`src/rtl/paillier_pkg.sv`:
```
// Shared types and encodings for the Paillier key-generation controller.
package paillier_pkg;

  typedef enum logic [2:0] {
    ST_IDLE,
    ST_PREP,
    ST_NSQ,
    ST_GCD_REQ,
    ST_GCD_WAIT,
    ST_LCM_REQ,
    ST_LCM_WAIT,
    ST_DONE
  } kg_state_t;

  localparam logic [1:0] ERR_OK      = 2'd0;
  localparam logic [1:0] ERR_INPUT   = 2'd1;
  localparam logic [1:0] ERR_COPRIME = 2'd2;
  localparam logic [1:0] ERR_TIMEOUT = 2'd3;

  localparam logic OP_GCD = 1'b0;
  localparam logic OP_LCM = 1'b1;

  // busy covers every state between accepting start and the done pulse
  function automatic logic is_busy_state(input kg_state_t s);
    return !((s == ST_IDLE) || (s == ST_DONE));
  endfunction

endpackage

```
`src/rtl/kg_timeout_counter.sv`:
```
// Wait-cycle counter for engine requests; expired flags the TIMEOUT-th enabled cycle.
module kg_timeout_counter #(
  parameter int unsigned TIMEOUT = 1024
) (
  input  logic clk,
  input  logic rst,
  input  logic clear,
  input  logic enable,
  output logic expired
);

  localparam int unsigned CW = $clog2(TIMEOUT + 1);
  localparam logic [CW-1:0] LAST = CW'(TIMEOUT - 1);

  logic [CW-1:0] cnt_q, cnt_d;

  assign expired = enable && (cnt_q == LAST);

  always_comb begin
    cnt_d = cnt_q;
    if (clear) begin
      cnt_d = '0;
    end else if (enable && (cnt_q != LAST)) begin
      cnt_d = cnt_q + CW'(1);
    end
  end

  always_ff @(posedge clk) begin
    if (rst) begin
      cnt_q <= '0;
    end else begin
      cnt_q <= cnt_d;
    end
  end

endmodule

```
`src/rtl/paillier_keygen_ctrl.sv`:
```
// Paillier key-derivation sequencer: n, phi locally, gcd/lcm on a shared engine.
// Optional macro PAILLIER_KG_NSQ_EN adds nsq_out = n*n via an extra NSQ state.
module paillier_keygen_ctrl
  import paillier_pkg::*;
#(
  parameter int unsigned PW      = 16,
  parameter int unsigned TIMEOUT = 1024,
  localparam int unsigned EW     = 2 * PW
) (
  input  logic          clk,
  input  logic          rst,
  input  logic          start,
  input  logic [PW-1:0] p_in,
  input  logic [PW-1:0] q_in,
  output logic          busy,
  output logic          done,
  output logic [1:0]    err_code,
  output logic [EW-1:0] n_out,
  output logic [EW-1:0] lambda_out,
  output logic          eng_start,
  output logic          eng_op,
  output logic [EW-1:0] eng_a,
  output logic [EW-1:0] eng_b,
  input  logic [EW-1:0] eng_result,
  input  logic          eng_done
`ifdef PAILLIER_KG_NSQ_EN
  ,
  output logic [2*EW-1:0] nsq_out
`endif
);

  kg_state_t     state_q, state_d;
  logic [PW-1:0] p_q, p_d, q_q, q_d;
  logic [EW-1:0] n_q, n_d, phi_q, phi_d, lambda_q, lambda_d;
  logic [EW-1:0] a_q, a_d, b_q, b_d;
  logic [1:0]    err_q, err_d;
  logic          op_q, op_d;
  logic          eng_start_q, eng_start_d;
  logic          busy_q, busy_d, done_q, done_d;
  logic          tmr_clear, tmr_en, tmr_expired;
`ifdef PAILLIER_KG_NSQ_EN
  logic [2*EW-1:0] nsq_q, nsq_d;
`endif

  logic [EW-1:0] p_ext, q_ext, pm1_ext, qm1_ext, n_prod, phi_prod;
  logic          bad_input;

  assign p_ext     = {{PW{1'b0}}, p_q};
  assign q_ext     = {{PW{1'b0}}, q_q};
  assign pm1_ext   = p_ext - EW'(1);
  assign qm1_ext   = q_ext - EW'(1);
  assign n_prod    = p_ext * q_ext;
  assign phi_prod  = pm1_ext * qm1_ext;
  assign bad_input = (p_q < PW'(2)) || (q_q < PW'(2)) || (p_q == q_q);

  kg_timeout_counter #(
    .TIMEOUT (TIMEOUT)
  ) u_timer (
    .clk     (clk),
    .rst     (rst),
    .clear   (tmr_clear),
    .enable  (tmr_en),
    .expired (tmr_expired)
  );

  always_comb begin
    state_d     = state_q;
    p_d         = p_q;
    q_d         = q_q;
    n_d         = n_q;
    phi_d       = phi_q;
    lambda_d    = lambda_q;
    a_d         = a_q;
    b_d         = b_q;
    err_d       = err_q;
    op_d        = op_q;
    eng_start_d = 1'b0;
    tmr_clear   = 1'b0;
    tmr_en      = 1'b0;
`ifdef PAILLIER_KG_NSQ_EN
    nsq_d       = nsq_q;
`endif

    unique case (state_q)
      ST_IDLE: begin
        if (start) begin
          p_d      = p_in;
          q_d      = q_in;
          n_d      = '0;
          lambda_d = '0;
          err_d    = ERR_OK;
`ifdef PAILLIER_KG_NSQ_EN
          nsq_d    = '0;
`endif
          state_d  = ST_PREP;
        end
      end
      ST_PREP: begin
        if (bad_input) begin
          err_d   = ERR_INPUT;
          state_d = ST_DONE;
        end else begin
          n_d   = n_prod;
          phi_d = phi_prod;
`ifdef PAILLIER_KG_NSQ_EN
          state_d = ST_NSQ;
`else
          state_d = ST_GCD_REQ;
`endif
        end
      end
`ifdef PAILLIER_KG_NSQ_EN
      ST_NSQ: begin
        nsq_d   = {{EW{1'b0}}, n_q} * {{EW{1'b0}}, n_q};
        state_d = ST_GCD_REQ;
      end
`endif
      ST_GCD_REQ: begin
        eng_start_d = 1'b1;
        op_d        = OP_GCD;
        a_d         = n_q;
        b_d         = phi_q;
        tmr_clear   = 1'b1;
        state_d     = ST_GCD_WAIT;
      end
      ST_GCD_WAIT: begin
        tmr_en = 1'b1;
        // eng_done takes priority over a same-cycle timeout
        if (eng_done) begin
          if (eng_result == EW'(1)) begin
            state_d = ST_LCM_REQ;
          end else begin
            err_d   = ERR_COPRIME;
            state_d = ST_DONE;
          end
        end else if (tmr_expired) begin
          err_d   = ERR_TIMEOUT;
          state_d = ST_DONE;
        end
      end
      ST_LCM_REQ: begin
        eng_start_d = 1'b1;
        op_d        = OP_LCM;
        a_d         = pm1_ext;
        b_d         = qm1_ext;
        tmr_clear   = 1'b1;
        state_d     = ST_LCM_WAIT;
      end
      ST_LCM_WAIT: begin
        tmr_en = 1'b1;
        if (eng_done) begin
          lambda_d = eng_result;
          err_d    = ERR_OK;
          state_d  = ST_DONE;
        end else if (tmr_expired) begin
          err_d   = ERR_TIMEOUT;
          state_d = ST_DONE;
        end
      end
      ST_DONE: begin
        state_d = ST_IDLE;
      end
      default: begin
        state_d = ST_IDLE;
      end
    endcase

    busy_d = is_busy_state(state_d);
    done_d = (state_d == ST_DONE);
  end

  always_ff @(posedge clk) begin
    if (rst) begin
      state_q     <= ST_IDLE;
      p_q         <= '0;
      q_q         <= '0;
      n_q         <= '0;
      phi_q       <= '0;
      lambda_q    <= '0;
      a_q         <= '0;
      b_q         <= '0;
      err_q       <= ERR_OK;
      op_q        <= OP_GCD;
      eng_start_q <= 1'b0;
      busy_q      <= 1'b0;
      done_q      <= 1'b0;
`ifdef PAILLIER_KG_NSQ_EN
      nsq_q       <= '0;
`endif
    end else begin
      state_q     <= state_d;
      p_q         <= p_d;
      q_q         <= q_d;
      n_q         <= n_d;
      phi_q       <= phi_d;
      lambda_q    <= lambda_d;
      a_q         <= a_d;
      b_q         <= b_d;
      err_q       <= err_d;
      op_q        <= op_d;
      eng_start_q <= eng_start_d;
      busy_q      <= busy_d;
      done_q      <= done_d;
`ifdef PAILLIER_KG_NSQ_EN
      nsq_q       <= nsq_d;
`endif
    end
  end

  assign busy       = busy_q;
  assign done       = done_q;
  assign err_code   = err_q;
  assign n_out      = n_q;
  assign lambda_out = lambda_q;
  assign eng_start  = eng_start_q;
  assign eng_op     = op_q;
  assign eng_a      = a_q;
  assign eng_b      = b_q;
`ifdef PAILLIER_KG_NSQ_EN
  assign nsq_out    = nsq_q;
`endif

endmodule

```
`config.mk`:
```
export PLATFORM = sky130hd
export DESIGN_NAME = paillier_keygen_ctrl
export DESIGN_NICKNAME = d
export VERILOG_FILES = /design/src/rtl/paillier_pkg.sv /design/src/rtl/kg_timeout_counter.sv /design/src/rtl/paillier_keygen_ctrl.sv
export SDC_FILE = /design/constraint.sdc
export NUM_CORES = 2
export LEC_CHECK = 0
export BUFFER_PORTS_ARGS = -buffer_cell sky130_fd_sc_hd__buf_4
export CAP_MARGIN = 0
export CORE_MARGIN = 3
export CORE_UTILIZATION = 40
export CTS_BUF_LIST = sky130_fd_sc_hd__clkbuf_16
export DETAILED_ROUTE_END_ITERATION = 7
export SYNTH_ARGS = -nofsm -noshare
export SYNTH_HDL_FRONTEND = slang
export SYNTH_SLANG_ARGS = --single-unit
```
`constraint.sdc`:
```
create_clock -name clk -period 8.3 [get_ports clk]
set_clock_uncertainty 0.05 [all_clocks]
set_input_delay 1.245 -clock clk [delete_from_list [all_inputs] [get_ports clk]]
set_output_delay 1.245 -clock clk [all_outputs]
set_load 0.02 [all_outputs]
```
==> results.json <==
{
  "synth-edff-count": 0,
  "postRouteWirelength_mm": 88.14,
  "synth_xor_area_share_pct": 3.516,
  "yosysMostFrequentCell": "nand2_1",
  "cp.depth": 28,
  "hold_violations": 0,
  "synth_top_cell_by_area": "fa_1",
  "netlist_area_um2": 27410,
  "yosysTopAreaCellShare_pct": 34.77,
  "status": "completed",
  "vias_per_cell": 5.289,
  "synth_area_leaders": "fa_1 35%, dfxtp_1 15%, ha_1 9.4%",
  "fp-row-count": 95,
  "placed_cell_area_um2": 30140,
  "worst_slew_pin_slew_ns": 1.188,
  "critPathMaxStageDelay_ns": 0.54,
  "stdcell_area_um2": 31010,
  "clkTransAtPathRegs_ns": 0.06,
  "first_pass_iters": 5,
  "critPathTopFamily": "adder cells",
  "rsz0062_at_grt": "no",
  "port_buffers": 201,
  "crit_fanout": 13,
  "critPathArrivalTime_ns": 8.28,
  "drv_slew": 0,
  "syn-mean-instance-area_um2": 8.456,
  "worst_ep_required_time_ns": 8.75,
  "root_buffer": "clkbuf_16",
  "ys_seq_elements": 212,
  "yosys.area_share.adder_pct": 44.18,
  "grt-ovfl-total": 0,
  "die_x_um": 267.8,
  "place_hpwl_mm": 69.75,
  "synth_top_family_by_area": "adder cells",
  "ys_seq_area_share_pct": 15.49,
  "cts-buffers-inserted": 26,
  "cts_hold_buf": 0,
  "drtIter0Drc": 1647,
  "post_cts_buffers": 0,
  "post_layout_nonfiller_instances": 4294,
  "yosys_warnings": 0,
  "coreArea_um2": 67510,
  "groute.usage.overall_pct": 25.27,
  "crit_slowest_cell": "fa_1",
  "final.setup.tns_ns": 0,
  "fin_crit_sh_pct": 94.30,
  "synthCells": 3241,
  "end_kind": "flip-flop",
  "synth_compound_area_share_pct": 8.634,
  "cp_common_cell": "fa_1",
  "worstSetupPathType": "flip-flop to flip-flop",
  "die_area_um2": 71690,
  "synth.area.mux_share_pct": 0,
  "yosys.area_share.simple_pct": 17.97,
  "detail_route.wl_per_cell_um": 20.53,
  "drtAntennaViolNets": 0,
  "start_util_pct": 40.59,
  "ys_top_cells_by_count": "594 x nand2_1, 572 x inv_1, 476 x fa_1",
  "area_delta_synth_final_pct": 13.15,
  "cts_tree": "yes",
  "vias": 22710,
  "ctsHtreeMaxLevel": 1,
  "drive_above_1_share_pct": 10.62,
  "async_reset_ff_share_pct": 0,
  "post_cts_resized": 0,
  "grt_first_pass_wirelength_mm": 139.6,
  "antenna_found_initial": 0,
  "min_period_ns": 7.827,
  "finalSetupViolCount": 0,
  "synth_nets": 3991,
  "synthFlopType": "dfxtp_1",
  "layout.nets": 4152,
  "critPathLaunchType": "flip-flop",
  "drc": 0,
  "holdCritPathClass": "flip-flop to flip-flop",
  "slew_headroom_pct": 20.21,
  "cap_violations": 0,
  "ff2ff_path_depth": 28,
  "clock_latency_ns": 0.58,
  "placedCellCount": 4247,
  "fmax_mhz": 127.8,
  "path_buf_inv": 8,
  "clk_path_buf_depth": 3,
  "ios": 202,
  "fp.dieH_um": 267.8,
  "clock_sinks": 212,
  "place.gp.congestion": 0.9224,
  "min_path_cells": 2,
  "first_global_vias": 23567,
  "ys_types": 64,
  "whs_ns": 0.4002,
  "grt_max_degree": 72
}
[sequential cells by signal, indices dropped and copies added, names as in the netlist, 2 cells and up]
name and cells:
u_timer.cnt_q 11, p_q 16, eng_a 32, q_q 16, lambda_out 32, n_out 32, eng_b 32, err_code 2
phi_q 32, state_q 3
[final cells by class]
| class | instances | area (um2) |
|---|---|---|
| Timing Repair Buffer | 301 | 2263 |
| Clock inverter | 18 | 172.7 |
| Inverter | 573 | 2151 |
| Sequential cell | 212 | 4244 |
| Antenna cell | 2 | 5.005 |
| Multi-Input combinational cell | 2288 | 20410 |
| Tap cell | 873 | 1092 |
| Clock buffer | 27 | 675.6 |
| Fill cell | 6684 | 36510 |
[metrics by stage]
step	setup WS (ns)	utilization [%]
5_1_grt	0.03669	45.92
4_1_cts	0.2992	45.90
3_5_place_dp	0.3215	44.65
3_3_place_gp	0.5272	44.65
6_report	0.4730	45.93
2_1_floorplan	0.7024	-
[path summary, 6_finish.rpt]
path / startpoint / endpoint / slack, ns
max: p_q[4] / phi_q[25] / 0.47
min: u_timer.cnt_q[10] / u_timer.cnt_q[10] / 0.40
max reg2reg: p_q[4] / phi_q[25] / 0.47
min reg2reg: u_timer.cnt_q[10] / u_timer.cnt_q[10] / 0.40
[cells in the final DEF, fill, tap and decap left out, types with 14 or more instances in the layout]
cell       netlist  layout
ha_1           206     206
and2_1          95      95
o21ai_0         41      41
dfxtp_1        212     212
a31oi_1         24      24
buf_4            0     300
and3_1          14      14
a211oi_1        22      22
a21oi_1        173     172
clkbuf_16        0      27
fa_1           476     476
nor4_1          17      17
a311oi_1        14      14
nor2_1         224     222
xnor2_1         67      67
a21o_1          24      24
nand2_1        594     594
xor2_1          43      42
nor3_1          28      27
inv_1          572     574
nand3_1         64      63
[routing by layer]
layer	vias to the layer above	global-route usage, %	routed length (um)
met5	-	0	0
met4	0	7.310	2888
met3	132	4.660	7099
met2	797	40.47	40050
met1	11427	35.16	38110
li1	10354	-	-
[worst register-to-register path: cells and delay by family (launching register included)]
| family | cells | cell delay, ns |
|---|---|---|
| and+or+nand+nor | 7 | 1.83 |
| adders and majority gates | 7 | 3.21 |
| buffers and inverters | 8 | 0.90 |
| AOI/OAI and AO/OA | 4 | 1.04 |
| xor gates and xnor gates | 2 | 0.42 |
| DFF | 1 | 0.31 |
[cell families (layout without fill, tap and decap cells)]
group           Yosys count  in the layout
fa+ha+maj               682            682
buf+inv                 741            919
xor+xnor                110            110
flops                   212            212
other cells               0              2
simple gates           1117           1117
compound gates          379            379
Power is not shown: default switching activity piles up to over one toggle a cycle in this logic, so the estimate is an artifact.
